===== src/rtl/pic_pkg.sv =====
// Shared types for the 8259 host-side driver: bus phases, bus-cycle kinds,
// controller states and the ICW1 bit positions that steer the config sequence.
package pic_pkg;

    typedef enum logic [2:0] {IDLE, SETUP, STROBE, HOLD, GAP} phase_t;
    typedef enum logic [1:0] {WRITE, READ, ACK1, ACK2} kind_t;
    typedef enum logic [2:0] {
        CTL_IDLE, CTL_ICW1, CTL_ICW2, CTL_ICW3, CTL_ICW4, CTL_ACK1, CTL_ACK2, CTL_REQ
    } ctl_t;

    localparam int ICW1_IC4  = 0;
    localparam int ICW1_SNGL = 1;
    localparam int ICW1_D4   = 4;

    // Which ICW follows the one just written; CTL_IDLE means the sequence is complete.
    function automatic ctl_t next_icw(input ctl_t cur, input logic sngl, input logic ic4);
        next_icw = CTL_IDLE;
        case (cur)
            CTL_ICW1: next_icw = CTL_ICW2;
            CTL_ICW2: begin
                if (!sngl)
                    next_icw = CTL_ICW3;
                else if (ic4)
                    next_icw = CTL_ICW4;
            end
            CTL_ICW3: if (ic4) next_icw = CTL_ICW4;
            default:  next_icw = CTL_IDLE;
        endcase
    endfunction

endpackage


===== src/rtl/pic_bus_cycle.sv =====
// One 8259 bus cycle (write, read or INTA pulse). Every bus pin is a flop loaded
// from the next-phase decode, so strobes move exactly with the phase register.
module pic_bus_cycle
    import pic_pkg::*;
#(
    parameter int PULSE_CYCLES = 2,
    parameter int GAP_CYCLES   = 1
) (
    input  logic       clk,
    input  logic       rst_n,
    input  logic       start,
    input  kind_t      kind,
    input  logic       a0,
    input  logic [7:0] data,
    input  logic [7:0] data_in,
    output logic       idle,
    output logic       done,
    output phase_t     phase,
    output logic       cs,
    output logic       wd,
    output logic       rd,
    output logic       inta,
    output logic       a0_bus,
    output logic [7:0] data_out,
    output logic       data_oe,
    output logic       rd_valid,
    output logic [7:0] rd_data,
    output logic       vector_valid,
    output logic [7:0] vector
);

    localparam logic [7:0] PULSE_LAST = 8'(PULSE_CYCLES - 1);
    localparam logic [7:0] GAP_LAST   = 8'(GAP_CYCLES - 1);

    phase_t     phase_q, phase_n;
    kind_t      kind_q, kind_n;
    logic [7:0] cnt_q, cnt_n;
    logic       a0_q, a0_n;
    logic [7:0] data_q, data_n;
    logic       bus_on, is_ack, is_wr, capture;

    always_comb begin
        phase_n = phase_q;
        cnt_n   = cnt_q;
        kind_n  = kind_q;
        a0_n    = a0_q;
        data_n  = data_q;
        case (phase_q)
            IDLE: begin
                if (start) begin
                    phase_n = SETUP;
                    kind_n  = kind;
                    a0_n    = a0;
                    data_n  = data;
                end
            end
            SETUP: begin
                phase_n = STROBE;
                cnt_n   = '0;
            end
            STROBE: begin
                if (cnt_q == PULSE_LAST)
                    phase_n = HOLD;
                else
                    cnt_n = cnt_q + 8'd1;
            end
            HOLD: begin
                phase_n = GAP;
                cnt_n   = '0;
            end
            GAP: begin
                if (cnt_q == GAP_LAST)
                    phase_n = IDLE;
                else
                    cnt_n = cnt_q + 8'd1;
            end
            default: phase_n = IDLE;
        endcase
    end

    assign bus_on  = (phase_n == SETUP) || (phase_n == STROBE) || (phase_n == HOLD);
    assign is_ack  = (kind_n == ACK1) || (kind_n == ACK2);
    assign is_wr   = (kind_n == WRITE);
    // The PIC drives the bus during the last strobe cycle; latch it on leaving STROBE.
    assign capture = (phase_q == STROBE) && (cnt_q == PULSE_LAST);

    always_ff @(posedge clk or negedge rst_n) begin
        if (!rst_n) begin
            phase_q      <= IDLE;
            cnt_q        <= '0;
            kind_q       <= WRITE;
            a0_q         <= 1'b0;
            data_q       <= '0;
            cs           <= 1'b1;
            wd           <= 1'b1;
            rd           <= 1'b1;
            inta         <= 1'b1;
            a0_bus       <= 1'b0;
            data_out     <= '0;
            data_oe      <= 1'b0;
            rd_valid     <= 1'b0;
            rd_data      <= '0;
            vector_valid <= 1'b0;
            vector       <= '0;
        end else begin
            phase_q      <= phase_n;
            cnt_q        <= cnt_n;
            kind_q       <= kind_n;
            a0_q         <= a0_n;
            data_q       <= data_n;
            cs           <= !(bus_on && !is_ack);
            wd           <= !((phase_n == STROBE) && is_wr);
            rd           <= !((phase_n == STROBE) && (kind_n == READ));
            inta         <= !((phase_n == STROBE) && is_ack);
            a0_bus       <= (bus_on && !is_ack) ? a0_n : 1'b0;
            data_out     <= (bus_on && is_wr) ? data_n : 8'h00;
            data_oe      <= bus_on && is_wr;
            rd_valid     <= capture && (kind_q == READ);
            vector_valid <= capture && (kind_q == ACK2);
            if (capture && (kind_q == READ))
                rd_data <= data_in;
            if (capture && (kind_q == ACK2))
                vector <= data_in;
        end
    end

    assign idle  = (phase_q == IDLE);
    assign done  = (phase_q == GAP) && (cnt_q == GAP_LAST);
    assign phase = phase_q;

endmodule


===== src/rtl/pic_host_driver.sv =====
// CPU-side master for the 8259: runs the ICW sequence, arbitrates INT acknowledge
// pairs against host OCW/status requests, and hands cycles to pic_bus_cycle.
module pic_host_driver
    import pic_pkg::*;
#(
    parameter int PULSE_CYCLES = 2,
    parameter int GAP_CYCLES   = 1
) (
    input  logic       clk,
    input  logic       rst_n,
    input  logic       cfg_start,
    input  logic [7:0] icw1,
    input  logic [7:0] icw2,
    input  logic [7:0] icw3,
    input  logic [7:0] icw4,
    output logic       cfg_ready,
    output logic       cfg_done,
    input  logic       req_valid,
    input  logic       req_rd,
    input  logic       req_a0,
    input  logic [7:0] req_data,
    output logic       req_ready,
    output logic       rd_valid,
    output logic [7:0] rd_data,
    input  logic       INT,
    output logic       vector_valid,
    output logic [7:0] vector,
    output logic       CS,
    output logic       WD,
    output logic       RD,
    output logic       INTA,
    output logic       A0,
    output logic [7:0] data_out,
    output logic       data_oe,
    input  logic [7:0] data_in
);

    ctl_t       state_q, state_n, after;
    logic       sngl_q, ic4_q, sngl_n, ic4_n;
    logic [7:0] icw2_q, icw3_q, icw4_q;
    logic       eng_idle, eng_done;
    phase_t     eng_phase;
    logic       launch, launch_a0, arb, cfg_accept, cfg_more;
    kind_t      launch_kind;
    logic [7:0] launch_data;

    // Follow-on cycles (next ICW, ACK2) take priority; arbitration only runs once they are exhausted.
    always_comb begin
        state_n     = state_q;
        launch      = 1'b0;
        launch_kind = WRITE;
        launch_a0   = 1'b0;
        launch_data = 8'h00;
        arb         = 1'b0;
        cfg_accept  = 1'b0;
        req_ready   = 1'b0;
        after       = next_icw(state_q, sngl_q, ic4_q);
        if (eng_idle) begin
            if (state_q == CTL_ACK1) begin
                state_n     = CTL_ACK2;
                launch      = 1'b1;
                launch_kind = ACK2;
            end else if (after != CTL_IDLE) begin
                state_n   = after;
                launch    = 1'b1;
                launch_a0 = 1'b1;
                case (after)
                    CTL_ICW2: launch_data = icw2_q;
                    CTL_ICW3: launch_data = icw3_q;
                    default:  launch_data = icw4_q;
                endcase
            end else begin
                arb = 1'b1;
            end
        end
        if (arb) begin
            if (cfg_start && cfg_ready) begin
                cfg_accept  = 1'b1;
                state_n     = CTL_ICW1;
                launch      = 1'b1;
                launch_data = icw1 | (8'h01 << ICW1_D4);
            end else if (INT && cfg_done) begin
                state_n     = CTL_ACK1;
                launch      = 1'b1;
                launch_kind = ACK1;
            end else if (req_valid) begin
                req_ready   = 1'b1;
                state_n     = CTL_REQ;
                launch      = 1'b1;
                launch_kind = req_rd ? READ : WRITE;
                launch_a0   = req_a0;
                launch_data = req_data;
            end else begin
                state_n = CTL_IDLE;
            end
        end
    end

    assign sngl_n   = cfg_accept ? icw1[ICW1_SNGL] : sngl_q;
    assign ic4_n    = cfg_accept ? icw1[ICW1_IC4]  : ic4_q;
    // cfg_ready is a flop, so predict next cycle: engine idle and no forced follow-on cycle.
    assign cfg_more = (state_n == CTL_ACK1) || (next_icw(state_n, sngl_n, ic4_n) != CTL_IDLE);

    always_ff @(posedge clk or negedge rst_n) begin
        if (!rst_n) begin
            state_q   <= CTL_IDLE;
            sngl_q    <= 1'b0;
            ic4_q     <= 1'b0;
            icw2_q    <= '0;
            icw3_q    <= '0;
            icw4_q    <= '0;
            cfg_done  <= 1'b0;
            cfg_ready <= 1'b0;
        end else begin
            state_q   <= state_n;
            sngl_q    <= sngl_n;
            ic4_q     <= ic4_n;
            cfg_ready <= (eng_done || (eng_idle && !launch)) && !cfg_more;
            if (cfg_accept) begin
                icw2_q   <= icw2;
                icw3_q   <= icw3;
                icw4_q   <= icw4;
                cfg_done <= 1'b0;
            end else if ((eng_phase == HOLD) &&
                         (state_q inside {CTL_ICW2, CTL_ICW3, CTL_ICW4}) &&
                         (next_icw(state_q, sngl_q, ic4_q) == CTL_IDLE)) begin
                cfg_done <= 1'b1;
            end
        end
    end

    pic_bus_cycle #(
        .PULSE_CYCLES(PULSE_CYCLES),
        .GAP_CYCLES  (GAP_CYCLES)
    ) u_bus (
        .clk         (clk),
        .rst_n       (rst_n),
        .start       (launch),
        .kind        (launch_kind),
        .a0          (launch_a0),
        .data        (launch_data),
        .data_in     (data_in),
        .idle        (eng_idle),
        .done        (eng_done),
        .phase       (eng_phase),
        .cs          (CS),
        .wd          (WD),
        .rd          (RD),
        .inta        (INTA),
        .a0_bus      (A0),
        .data_out    (data_out),
        .data_oe     (data_oe),
        .rd_valid    (rd_valid),
        .rd_data     (rd_data),
        .vector_valid(vector_valid),
        .vector      (vector)
    );

endmodule


===== config.mk =====
export PLATFORM = sky130hd
export DESIGN_NAME = pic_host_driver
export DESIGN_NICKNAME = d
export VERILOG_FILES = /design/src/rtl/pic_pkg.sv /design/src/rtl/pic_bus_cycle.sv /design/src/rtl/pic_host_driver.sv
export SDC_FILE = /design/constraint.sdc
export NUM_CORES = 1
export LEC_CHECK = 0
export BUFFER_PORTS_ARGS = -buffer_cell sky130_fd_sc_hd__buf_2
export CAP_MARGIN = 10
export CORE_MARGIN = 4
export CORE_UTILIZATION = 55
export CTS_BUF_LIST = sky130_fd_sc_hd__clkbuf_2
export CTS_CLUSTER_DIAMETER = 100
export DETAILED_ROUTE_END_ITERATION = 8
export GPL_ROUTABILITY_DRIVEN = 0
export PLACE_DENSITY_LB_ADDON = 0.2
export SLEW_MARGIN = 25
export SYNTH_ARGS = -nofsm -noshare
export SYNTH_HDL_FRONTEND = slang
export SYNTH_SLANG_ARGS = --single-unit
export TNS_END_PERCENT = 50

===== constraint.sdc =====
create_clock -name clk -period 2.67 [get_ports clk]
set_input_delay 0 -clock clk [delete_from_list [all_inputs] [get_ports clk]]
set_output_delay 0 -clock clk [all_outputs]
set_load 0.1 [all_outputs]

==> summary by stage <==
Run status
The run finished with clean final reports.

Yosys
Counting flops with a built-in enable in the synthesized netlist gives 0. In the synthesized netlist, the cells that appear most often are dfrtp_1, mux2_2, a21oi_1. The number of standard cells after synthesis is 334. Counting flops and latches in the post-synthesis netlist gives 85.

Sorting the synthesized cells by area gives the leading types as dfrtp_1, mux2_2, dfstp_2. The sequential area share after synthesis is 0.532. The Yosys step of the flow raised 0 warnings. A synthesized cell averages 12.0 µm². When the netlist entered floorplanning its net count stood at 392. The most instantiated library cell after synthesis is dfrtp_1. Of all flip-flops after synthesis, the portion carrying an async set or reset was 1.00.

The post-synth design cell area is 4010 µm². After synthesis, the netlist uses 63 different library cells. The share of synthesized area in the top cell type comes to 0.506. The cell type with the highest aggregate area in the netlist is dfrtp_1. The most frequently used flop master after synthesis is dfrtp_1.

Timing
Based on the critical path, the design can be clocked at up to 405 MHz. The hold violation total from the final report came to 0. The final number of setup-violating endpoints is 0.

In the finished design, the share of the clock period the worst path needs comes to 0.924. The worst hold margin is 0.0509 ns. The final critical path time including I/O delays and setup is 2.47 ns.

At the pin with the least slew margin, the transition time is 0.751 ns. The relative slew slack is 0.499. Setup repair after global routing left no endpoint under its margin.

The setup clock skew after layout is 0.0352 ns. The total count of max-transition violations in the final report is 0. Adding up every negative setup slack in the final design gives 0 ns.

Global route
The sum of overflow across all layers after global routing is 0. The maximum number of pins on one net before global-route repair is 86. The global-route wire length before repair is 16100 µm. The number of antenna violations at the first check in global routing is 0.

The number of global-route vias before repair is 3200. The aggregate global-route resource usage is 0.235.

Routing
The number of iterations in the first detailed-routing pass is 5. The DRC violation count after routing is 0. The total via count in the routed design is 3240. The count of nets left with antenna violations once routing finished came out at 0. In the final routed layout, each cell accounts on average for 16.9 µm. For this block, the routed nets add up to 9740 µm of wire. The via density per instance is 5.63. After the first detailed-routing iteration, the DRC count stood at 250.

Clock tree
In this run, post-CTS repair resized a total of 0 instances. Buffers inserted to repair hold after CTS numbered 52. The post-CTS setup repair buffer count is 0.

TritonCTS built the clock tree. The H-tree was split into 3 levels. The clock sink total is 85. The maximum buffer depth of the clock tree is 2. The clock input transition at the sequential cells of the worst setup and hold paths is 0.24 ns. For the worst-skew pair, the clock arrives at the later sink with an insertion delay of 0.53 ns.

The number of clock buffers added by TritonCTS is 9. The buffer cell driving the clock tree root is clkbuf_2.

Cells and area
Fill cells in the final layout number 473. In the final layout, the share of cells above drive strength 1 is 0.355. The number of nets in the layout is 532.

The antenna diode instance count is 0. Compared with the post-synthesis result, the final layout area differs by 30.2%. After routing the design area is 5210 µm². The finished layout holds 575 standard cells, fillers aside.

Job
The count of max-cap constraint violations is 0.

Setup path
STA classifies the critical path startpoint as a register. The data required time of the worst path is 2.67 ns. The critical path endpoint category is an output pin. The biggest fanout along the worst timing path is 10. The highest cell delay on the worst timing path is 0.53 ns. The category of the most critical setup path is reg2out. Traced cell by cell, the critical path runs through nor3_1 > o211ai_1 > nor2_2 > buf_2. For this design, the slowest cell found on the critical path is dfrtp_1. The signal arrival time at the worst endpoint is 2.47 ns.

Floorplan
The top-level port count is 90. The horizontal die dimension is 93.3 µm. The floorplan has 30 rows. The region available for standard cell placement spans 6940 µm².

The starting utilization of the core area is 0.577. The floorplan step set the die height to 93.3 µm. The die covers 8710 µm².

Placed design
In this run the tool buffered the top-level ports with 88 buffer cells. Once detailed placement completed, the half-perimeter wirelength came to 6380 µm. Counting tap cells, the placed design contains a total of 507 instances. After detailed placement, the total cell area comes to 4530 µm².

Power
The total power draw is 0.00680 W. Across the VDD grid, the largest voltage drop is 1.52 mV. The leakage power is 2.40 nW. The ratio of total power to cell area is 1310 nW/µm².

Hold path
The path class of the lowest-slack min-delay path is in2async.
-- layer usage --
metal,global-route usage,wire length (µm)
met1,0.326,4210
met2,0.372,4760
met3,0.0595,667
met4,0.0537,105
met5,0,0
-- path summary, 6_finish.rpt --
path                                              from                     endpoint  slack, ns  cells past startpoint
max                           u_bus.phase[1]$_DFF_PN0_                    req_ready       0.20                      4
min                                              rst_n  u_bus.data_out[6]$_DFF_PN0_       0.05                      2
max reg2reg                       state_q[1]$_DFF_PN0_        icw3_q[6]$_DFFE_PN0P_       0.26                      4
min reg2reg                u_bus.vector[7]$_DFFE_PN0P_  u_bus.vector[7]$_DFFE_PN0P_       0.53                      1
max in group asynchronous                        rst_n        icw2_q[5]$_DFFE_PN0P_       2.08                      2
min in group clk                           req_data[4]    u_bus.data_q[4]$_DFF_PN0_       0.07                      5
-- registers in the layout, summed over array words and instances, names as in the netlist, 2 cells and up --
name,count
icw2_q,8
icw3_q,8
icw4_q,8
state_q,3
u_bus.cnt_q,8
u_bus.data_out,8
u_bus.data_q,8
u_bus.kind_q,2
u_bus.phase,3
u_bus.rd_data,8
u_bus.vector,8
-- cell usage in the layout, fill, tap and decap left out, types with 6 or more instances in the layout --
master	netlist	final
nor2b_1	8	8
o21ai_0	10	10
nand3_1	12	12
inv_1	10	10
dfrtp_1	81	81
mux2_2	42	42
dlygate4sd3_1	0	52
buf_4	2	7
a21oi_1	18	18
a22oi_1	9	9
nand2b_1	6	6
nand2_1	14	14
a211oi_1	10	10
a32o_1	7	7
buf_2	5	87
clkbuf_2	0	11
nor2_1	14	13
-- where the power goes --
group / internal (W) / switching (W) / leakage [nW]
Clock: 0.000408 / 0.000417 / 0.0898
Sequential: 0.00182 / 0.000389 / 1.07
Combinational: 0.00114 / 0.00263 / 1.24
Total: 0.00336 / 0.00344 / 2.40
-- through the flow --
| stage | setup slack, ns | util |
|---|---|---|
| detailed placement | 0.306 | 0.653 |
| finish | 0.202 | 0.751 |
| global placement | 0.392 | 0.653 |
| global route | 0.0225 | 0.751 |
| CTS | 0.166 | 0.750 |
| floorplan | 0.290 | - |
-- critical path, delay by kind of cell (launching register included) --
| kind | cells | cell delay [ns] |
|---|---|---|
| simple gates | 2 | 0.67 |
| buf+inv | 1 | 0.44 |
| flops | 1 | 0.53 |
| compound gates | 1 | 0.32 |
-- logic make-up (layout without fill, tap and decap cells) --
logic type | Yosys count | in the layout | share of synthesized area
compound gates | 94 | 94 | 0.185
flops | 85 | 85 | 0.532
mux | 42 | 42 | 0.118
fa+ha+maj | 3 | 3 | 0.00937
simple gates | 77 | 77 | 0.106
xor+xnor | 4 | 4 | 0.00875
buf+inv | 29 | 174 | 0.0400
-- final cells by class --
type / instances / area [µm²] / share of cell area
clock buffers: 11 / 55.1 / 0.0106
flip-flops and latches: 85 / 2130 / 0.409
inverters: 10 / 37.5 / 0.00720
multi-input cells: 220 / 1730 / 0.331
repair buffers: 148 / 1040 / 0.199
well taps: 96 / 120 / 0.0230
clock inverters: 5 / 101 / 0.0194
Note: power is estimated with default switching activity, not from simulation.
